--- src/rtl/seg_pkg.sv ---
`default_nettype none
// ============================================================================
//  Module      : seg_pkg
//  Description : Shared definitions for the ALU display scan path: history
//                slot layout, FSM state encoding and the 4-bit to
//                sign/magnitude conversion helper.
//  Revision    : 1.0  initial release
// ============================================================================
package seg_pkg;

    // One history slot is {sign, mag[3:0]}
    localparam int SLOT_W   = 5;
    localparam int SIGN_BIT = 4;
    localparam int MAG_MSB  = 3;
    localparam int MAG_LSB  = 0;

    typedef enum logic [0:0] {
        ST_EMPTY = 1'b0,
        ST_SCAN  = 1'b1
    } scan_state_t;

    // Convert a raw ALU result into {sign, magnitude}. In unsigned mode the
    // sign is forced to 0. 4'b1000 in signed mode yields magnitude 8, which
    // still fits the 4-bit field because the negation wraps modulo 16.
    function automatic logic [SLOT_W-1:0] to_signmag(input logic [3:0] value,
                                                     input logic       is_signed);
        logic       sign;
        logic [3:0] mag;
        sign = is_signed & value[3];
        mag  = sign ? (~value + 4'd1) : value;
        to_signmag                   = '0;
        to_signmag[SIGN_BIT]         = sign;
        to_signmag[MAG_MSB:MAG_LSB]  = mag;
    endfunction

endpackage : seg_pkg
`default_nettype wire

--- src/rtl/seg_signmag.sv ---
`default_nettype none
// ============================================================================
//  Module      : seg_signmag
//  Description : Combinational converter from a 4-bit ALU result to the
//                {sign, mag[3:0]} slot format used by the scan history.
//  Ports       : result      - raw 4-bit ALU result
//                signed_mode - 1 = treat result as two's complement
//                slot        - {sign, magnitude} slot value
//  Revision    : 1.0  initial release
// ============================================================================
module seg_signmag
    import seg_pkg::*;
(
    input  logic [3:0]        result,
    input  logic              signed_mode,
    output logic [SLOT_W-1:0] slot
);

    assign slot = to_signmag(result, signed_mode);

endmodule : seg_signmag
`default_nettype wire

--- src/rtl/seg_scan_ctrl.sv ---
`default_nettype none
// ============================================================================
//  Module      : seg_scan_ctrl
//  Description : Scan controller feeding a shared combinational `seg` digit
//                decoder. Captures ALU results as sign/magnitude into a
//                DIGITS-deep history (slot 0 newest) and time-multiplexes the
//                slots onto seg_in/o_signbit with a one-hot digit enable.
//  Parameters  : DIGITS   - displayed digits / history depth (1..8)
//                SCAN_DIV - cycles each digit stays enabled (>= 1)
//  Ports       : clk, rst  - clock, synchronous active-high reset
//                i_valid   - one-cycle strobe, new i_result
//                i_result  - 4-bit ALU result
//                i_signed  - 1 = i_result is two's complement
//                seg_in    - registered magnitude to seg
//                o_signbit - registered minus flag to seg
//                o_an      - registered one-hot digit enable
//  Config      : SEG_SCAN_BLANK_EN - when defined, digits whose slot has not
//                yet been filled keep their enable low during their time slot.
//  Revision    : 1.0  initial release
// ============================================================================
module seg_scan_ctrl
    import seg_pkg::*;
#(
    parameter int DIGITS   = 4,
    parameter int SCAN_DIV = 50000
)
(
    input  logic              clk,
    input  logic              rst,
    input  logic              i_valid,
    input  logic [3:0]        i_result,
    input  logic              i_signed,
    output logic [3:0]        seg_in,
    output logic              o_signbit,
    output logic [DIGITS-1:0] o_an
);

    localparam int IDX_W  = (DIGITS > 1)   ? $clog2(DIGITS)   : 1;
    localparam int DIV_W  = (SCAN_DIV > 1) ? $clog2(SCAN_DIV) : 1;
    localparam int FILL_W = $clog2(DIGITS + 1);

    localparam logic [IDX_W-1:0]  IDX_LAST = IDX_W'(DIGITS - 1);
    localparam logic [DIV_W-1:0]  DIV_LAST = DIV_W'(SCAN_DIV - 1);
    localparam logic [FILL_W-1:0] FILL_MAX = FILL_W'(DIGITS);

    scan_state_t       state;
    logic [SLOT_W-1:0] slots [DIGITS];
    logic [FILL_W-1:0] fill;
    logic [DIV_W-1:0]  div;
    logic [IDX_W-1:0]  idx;

    logic [SLOT_W-1:0] new_slot;
    logic [SLOT_W-1:0] cur_slot;
    logic [DIGITS-1:0] an_next;

    // ------------------------------------------------------------------
    // Input conversion
    // ------------------------------------------------------------------
    seg_signmag u_signmag (
        .result      (i_result),
        .signed_mode (i_signed),
        .slot        (new_slot)
    );

    // ------------------------------------------------------------------
    // Slot select and digit enable for the current idx. Built as an
    // explicit compare loop so non-power-of-two DIGITS never index past
    // the end of the history array.
    // ------------------------------------------------------------------
    always_comb begin
        cur_slot = '0;
        an_next  = '0;
        for (int k = 0; k < DIGITS; k++) begin
            if (idx == IDX_W'(k)) begin
                cur_slot   = slots[k];
                an_next[k] = 1'b1;
`ifdef SEG_SCAN_BLANK_EN
                // Unfilled digit: keep its time slot but leave it dark
                if (fill <= FILL_W'(k)) begin
                    an_next[k] = 1'b0;
                end
`endif
            end
        end
    end

    // ------------------------------------------------------------------
    // History buffer, FSM, divider and registered outputs
    // ------------------------------------------------------------------
    always_ff @(posedge clk) begin
        if (rst) begin
            state     <= ST_EMPTY;
            fill      <= '0;
            div       <= '0;
            idx       <= '0;
            seg_in    <= '0;
            o_signbit <= 1'b0;
            o_an      <= '0;
            for (int k = 0; k < DIGITS; k++) begin
                slots[k] <= '0;
            end
        end else begin
            // New result enters slot 0; everything else ages by one
            if (i_valid) begin
                for (int k = DIGITS - 1; k > 0; k--) begin
                    slots[k] <= slots[k-1];
                end
                slots[0] <= new_slot;
                if (fill != FILL_MAX) begin
                    fill <= fill + 1'b1;
                end
            end

            case (state)
                ST_EMPTY: begin
                    div <= '0;
                    if (i_valid) begin
                        state <= ST_SCAN;
                    end
                end
                ST_SCAN: begin
                    // Outputs reflect pre-edge idx/slots, so a result captured
                    // this edge appears on the following one.
                    seg_in    <= cur_slot[MAG_MSB:MAG_LSB];
                    o_signbit <= cur_slot[SIGN_BIT];
                    o_an      <= an_next;
                    if (div == DIV_LAST) begin
                        div <= '0;
                        idx <= (idx == IDX_LAST) ? '0 : idx + 1'b1;
                    end else begin
                        div <= div + 1'b1;
                    end
                end
                default: begin
                    state <= ST_EMPTY;
                end
            endcase
        end
    end

endmodule : seg_scan_ctrl
`default_nettype wire

--- config.mk ---
export PLATFORM = sky130hd
export DESIGN_NAME = seg_scan_ctrl
export DESIGN_NICKNAME = d
export VERILOG_FILES = /design/src/rtl/seg_pkg.sv /design/src/rtl/seg_signmag.sv /design/src/rtl/seg_scan_ctrl.sv
export SDC_FILE = /design/constraint.sdc
export NUM_CORES = 1
export LEC_CHECK = 0
export ABC_CLOCK_PERIOD_IN_PS = 4500
export CAP_MARGIN = 20
export CELL_PAD_IN_SITES_DETAIL_PLACEMENT = 0
export CELL_PAD_IN_SITES_GLOBAL_PLACEMENT = 1
export CORE_UTILIZATION = 48
export CTS_CLUSTER_SIZE = 30
export DETAILED_ROUTE_END_ITERATION = 6
export PLACE_DENSITY = 0.87
export RECOVER_POWER = 50
export SLEW_MARGIN = 10
export SYNTH_ARGS = -nofsm -noshare
export SYNTH_HDL_FRONTEND = slang
export SYNTH_SLANG_ARGS = --single-unit
--- constraint.sdc ---
create_clock -name clk -period 4.5 [get_ports clk]
set_clock_uncertainty 0.05 [all_clocks]
set_input_delay 1.35 -clock clk [delete_from_list [all_inputs] [get_ports clk]]
set_output_delay 1.35 -clock clk [all_outputs]
set_load 0.02 [all_outputs]
* Yosys cells after proc, flatten, opt, wreduce, memory -nomap -nowiden *
Memory sizes are Yosys's and may differ from the RTL's.
Index checks and enable logic that the tools add are counted.

storage, ports and cells
  output and inout port bits = 9
  bits in latches = 0
  register bits after elaboration = 28
  ROM bits = 0
  memories kept = 1
  bits in writable memories = 20

cells by class
  mux-type cells = 22
  divide/modulo/power cells = 0
  shift operators = 0
  multiply operators = 0
  $add $sub $neg = 3
  reductions and logical operators = 2
  bitwise gates (word level) = 7
  eq/ne operators = 4
  $lt $le $gt $ge = 0

memories
  memory  words  bits a word  rd ports  clocked after Yosys merged registers in  write ports  line                 RTL
  slots   4      5            4         0                                        4            seg_scan_ctrl.sv:47  logic [SLOT_W-1:0] slots [DIGITS];

operators with widths
  cell                     number
  $mux W5                  8
  $pmux W16 S2             1
  $add A16 B1 Y16 const B  1
  $eq A16 B16 Y1 const B   1
  $mux W16                 1
  $mux W1                  10
  $add A4 B1 Y4 const B    1
  $eq A2 B2 Y1 const B     2
  $mux W4                  1
  $not A4 Y4               1
  $or A1 B1 Y1             4
  $add A2 B1 Y2 const B    1
  $eq A2 B1 Y1 const B     1
  $logic_not A2 Y1         1
  $mux W2                  1
  $reduce_and A2 Y1        1
  $and A1 B1 Y1            1
  $not A1 Y1               1

* Logic depth before layout (Yosys ltp) *
  word-level depth = 5
  gate-level depth with buffers = 7
  gate-level depth less buffers = 6

* Hierarchy *
A second synthesis with hierarchy kept.

unflattened totals
  cell total of the unflattened synthesis = 208
  area total of the unflattened synthesis = 2159.6 µm²

modules (own cells, without submodules)
  module         sequential area each (µm²)  times used  area each (µm²)  cells an instance
  seg_scan_ctrl  1161.1                      1           2085.8           197
  seg_signmag    0.0                         1           73.8             11

* Worst setup path after synthesis *
Ideal clock, no wire load.

  path type = input -> register
  start = in rst
  end = reg div[13]
  setup slack = 2.175 ns
  stages on the path = 5
  arrival = 2.211 ns
  path through = clkbuf_1 > or3b_1 > buf_6 > buf_6 > nor2_1

RTL lines
  what                    line                  RTL
  start: declaration      seg_scan_ctrl.sv:29   input logic rst,
  end signal: assignment  seg_scan_ctrl.sv:131  div <= div + 1'b1;
  end: declaration        seg_scan_ctrl.sv:49   logic [DIV_W-1:0] div;

==> metrics.log <==
INFO  metric run_status = finished, final reports clean
INFO  metric setup.worst_path.end_class = register
INFO  metric synth_cells = 208
INFO  metric max_slew_margin = 11.8%
INFO  metric power.density = 331 nW/µm²
INFO  metric whs_path_depth = 2
INFO  metric drtPass1Iterations = 4
INFO  metric detailedRoute.firstIterationViolations = 74
INFO  metric postCtsResizedCells = 0
INFO  metric synth-main-ff-cell = dfxtp_1
INFO  metric worst-slew-pin-transition = 1320 ps
INFO  metric tritoncts = built
INFO  metric core = 4140 µm²
INFO  metric final_layout_size_suffix_gt1_share = 4.93%
INFO  metric grt_max_degree = 21
INFO  metric place.gp.congestion = 0.778
INFO  metric synth_top_area_cell = edfxtp_1
INFO  metric final_antenna_net_count = 0
INFO  metric grt_pass1_vias = 1392
INFO  metric criticalPathCategory = input port to register
INFO  metric fin_total_pwr = 798 µW
INFO  metric reg2reg_slack = 2480 ps
INFO  metric drt-vias-per-instance = 5.47
INFO  metric p_int = 618 µW
INFO  metric rr_endpoint = div[9]
INFO  metric crit_chain = dlygate4sd3_1 -> or2_0
INFO  metric ctsRootBufferMaster = clkbuf_8
INFO  metric ys_ff_latch = 48
INFO  metric worst-r2r-cell-count = 4
INFO  metric areaGrowthSynthToFinish = 12.2%
INFO  metric syn-num-nets = 222
INFO  metric async_reset_ff_share = 0%
INFO  metric critPathCapture = slots[1][0]
INFO  metric timing.critical_path.from = rst
INFO  metric path_max_fanout = 20
INFO  metric synth.yosys.seq_area_share = 54.0%
INFO  metric switching_power_of_the_nets = 180 µW
INFO  metric yosys_warnings = 0
INFO  metric synth.top_cells.by_area = edfxtp_1 (28%), dfxtp_1 (26%), nor2_1 (5.4%)
INFO  metric cts_post_setup_buffers_inserted = 0
INFO  metric timing.final.max_slew_violations = 0
INFO  metric grt.total_usage = 18.8%
INFO  metric insertedDiodeCount = 0
INFO  metric cts.reportedPaths.clkPinSlew = 90 ps
INFO  metric total_leakage_power = 0.000870 µW
INFO  metric max_cap_violations = 0
INFO  metric critical_path.slowest_cell = or2_0
INFO  metric rows = 23
INFO  metric critical_path.top_delay_family = simple AND/OR/NAND/NOR gates
INFO  metric most_common_cell_in_the_netlist = nor2_1
INFO  metric worst-endpoint-arrival = 3320 ps
INFO  metric cts_made_buffers = 5
INFO  metric dieArea = 4750 µm²
INFO  metric synth.lib_cells_used.distinct = 32
INFO  metric fin_hold_ws = 431 ps
INFO  metric critical_path.reg2reg.startpoint = div[5]
INFO  metric worst_skew_pair.late_latency = 300 ps
INFO  metric initial_utilization = 51.9%
INFO  metric grt_setup_unrepaired = no
INFO  metric cp_data_required_time = 4360 ps
INFO  metric maximum_ir_drop_on_the_vdd_rail = 142 µV
INFO  metric antenna_violations_before_repair = 0
INFO  metric count_of_flip_flops_with_a_built_in_enable_after_synthesis = 20
INFO  metric grt_remaining_overflow = 0
INFO  metric setup_tns = 0 ps
INFO  metric fp.dieH = 68.9 µm
INFO  metric hold_path.class = register to register
INFO  metric combPwrFrac = 6.5%
INFO  metric clock_power_share = 33.1%
INFO  metric critical_path.n_buffers_inverters = 1
INFO  metric port_buffers = 16
INFO  metric syn_avg_cell_area = 10.3 µm²
INFO  metric detail_route.drc_violations = 0
INFO  metric cpPeakStageDelay = 1060 ps
INFO  metric total_nets_final = 236
INFO  metric timing.critical_path.from_type = input port
INFO  metric post_dp_cell_area = 2320 µm²
INFO  metric fin_crit = 3450 ps
INFO  metric p_sw_share = 22.5%
INFO  metric grt_pass1_wl = 6350 µm
INFO  metric finish.instance_area = 2410 µm²
INFO  metric cts_buffer_depth = 2
INFO  metric layout_worst_path_cycle_share = 76.8%
INFO  metric boundaryPins = 17
INFO  metric finalWirelength = 3850 µm
INFO  metric place_hpwl = 2710 µm
INFO  metric worstSetupPathDepth = 2
INFO  metric vias = 1492
INFO  metric setup_violations = 0
INFO  metric holdBufCountCts = 0
INFO  metric hold_viol_final = 0
INFO  metric final_util = 58.2%
INFO  metric htree_num_levels = 2
INFO  metric synth.top_cells.by_count = nor2_1 (31), dfxtp_1 (28), edfxtp_1 (20)
INFO  metric synth_top_area_share = 27.9%
INFO  metric fmax = 289 MHz
INFO  metric cts_sinks = 48
INFO  metric die-width = 68.9 µm
INFO  metric synth_area = 2150 µm²
INFO  metric seq_power_share = 60.4%
INFO  metric routed_wire_length_per_instance = 14.1 µm
[power by group through the flow]
stage / Sequential (µW) / Combinational (µW) / Clock [µW]
finish: 482 / 51.8 / 264
floorplan: 492 / 32.1 / 0
global route: 485 / 57.2 / 290
global placement: 491 / 51.8 / 0
CTS: 483 / 54.1 / 267
detailed placement: 493 / 53.9 / 0
[layout make-up]
type | instances | area, µm²
fill | 367 | 1730
sequential | 48 | 1160
multi-input combinational | 144 | 908
timing repair buffer | 16 | 160
clock buffer | 6 | 82.6
tap | 50 | 62.6
inverter | 7 | 26.3
clock inverter | 2 | 10.0
[tightest hold or removal path, cell delays in order (launching register included)]
cell,delay (ps)
dfxtp_1,310
nor2_1,80
nor3_1,50
[cell usage in the layout, fill, tap and decap left out, types with 2 or more instances in the layout]
cell | synthesis | layout
nand4_1 | 4 | 4
xnor2_1 | 11 | 11
o21ai_0 | 2 | 2
xor2_1 | 2 | 2
o311a_1 | 5 | 5
nand3_1 | 6 | 6
nor3_1 | 11 | 11
clkbuf_8 | 0 | 6
clkinv_2 | 0 | 2
nor2b_1 | 7 | 7
nor4_1 | 2 | 2
nand2b_1 | 3 | 3
dlygate4sd3_1 | 0 | 10
a221oi_1 | 5 | 5
or4b_1 | 2 | 2
clkdlybuf4s50_1 | 0 | 6
dfxtp_1 | 28 | 28
ha_1 | 6 | 6
mux2i_1 | 5 | 5
nand2_1 | 13 | 13
nor2_1 | 31 | 31
or3_1 | 2 | 2
inv_1 | 7 | 7
or2_2 | 3 | 2
a21oi_1 | 3 | 3
and2_1 | 15 | 15
edfxtp_1 | 20 | 20
[routing by layer]
| metal | up-vias | routed length [µm] | track usage (%) | part of all wire, % |
|---|---|---|---|---|
| li1 | 747 | - | - | - |
| met1 | 701 | 1850 | 25.3 | 48 |
| met2 | 37 | 1740 | 27.4 | 45 |
| met3 | 7 | 184 | 6.74 | 4.8 |
| met4 | 0 | 78 | 7.40 | 2.0 |
| met5 | - | 0 | 0 | 0 |
[stage by stage]
| step | worst slack (ps) | cells |
|---|---|---|
| finish | 1050 | 273 |
| global route | 831 | 273 |
| global placement | 1310 | 265 |
| detailed placement | 1220 | 265 |
| floorplan | 2170 | 208 |
| CTS | 1530 | 273 |
[cells by family (layout without fill, tap and decap cells)]
group	count (synthesis)	in the layout	share of synthesized area (%)
and+or+nand+nor	103	103	24.7
DFF	48	48	54.0
AOI/OAI and AO/OA	16	16	5.88
buffers and inverters	16	31	3.55
xor gates and xnor gates	13	13	5.30
adders and majority gates	6	6	3.49
muxes	6	6	3.03
[registers in the layout, indices dropped and copies added (netlist names)]
signal and count:
slots 20, div 16, o_signbit 1, o_an 4, state 1, idx 2
seg_in 4
[worst min path at each step]
| stage | start | end |
|---|---|---|
| detailed placement | div[0] | div[0] |
| finish | o_signbit | o_signbit |
| floorplan | div[0] | div[0] |
| CTS | div[0] | div[0] |
| global route | div[0] | div[0] |
| global placement | div[0] | div[0] |
No activity file was read; power rests on OpenSTA's default activity.
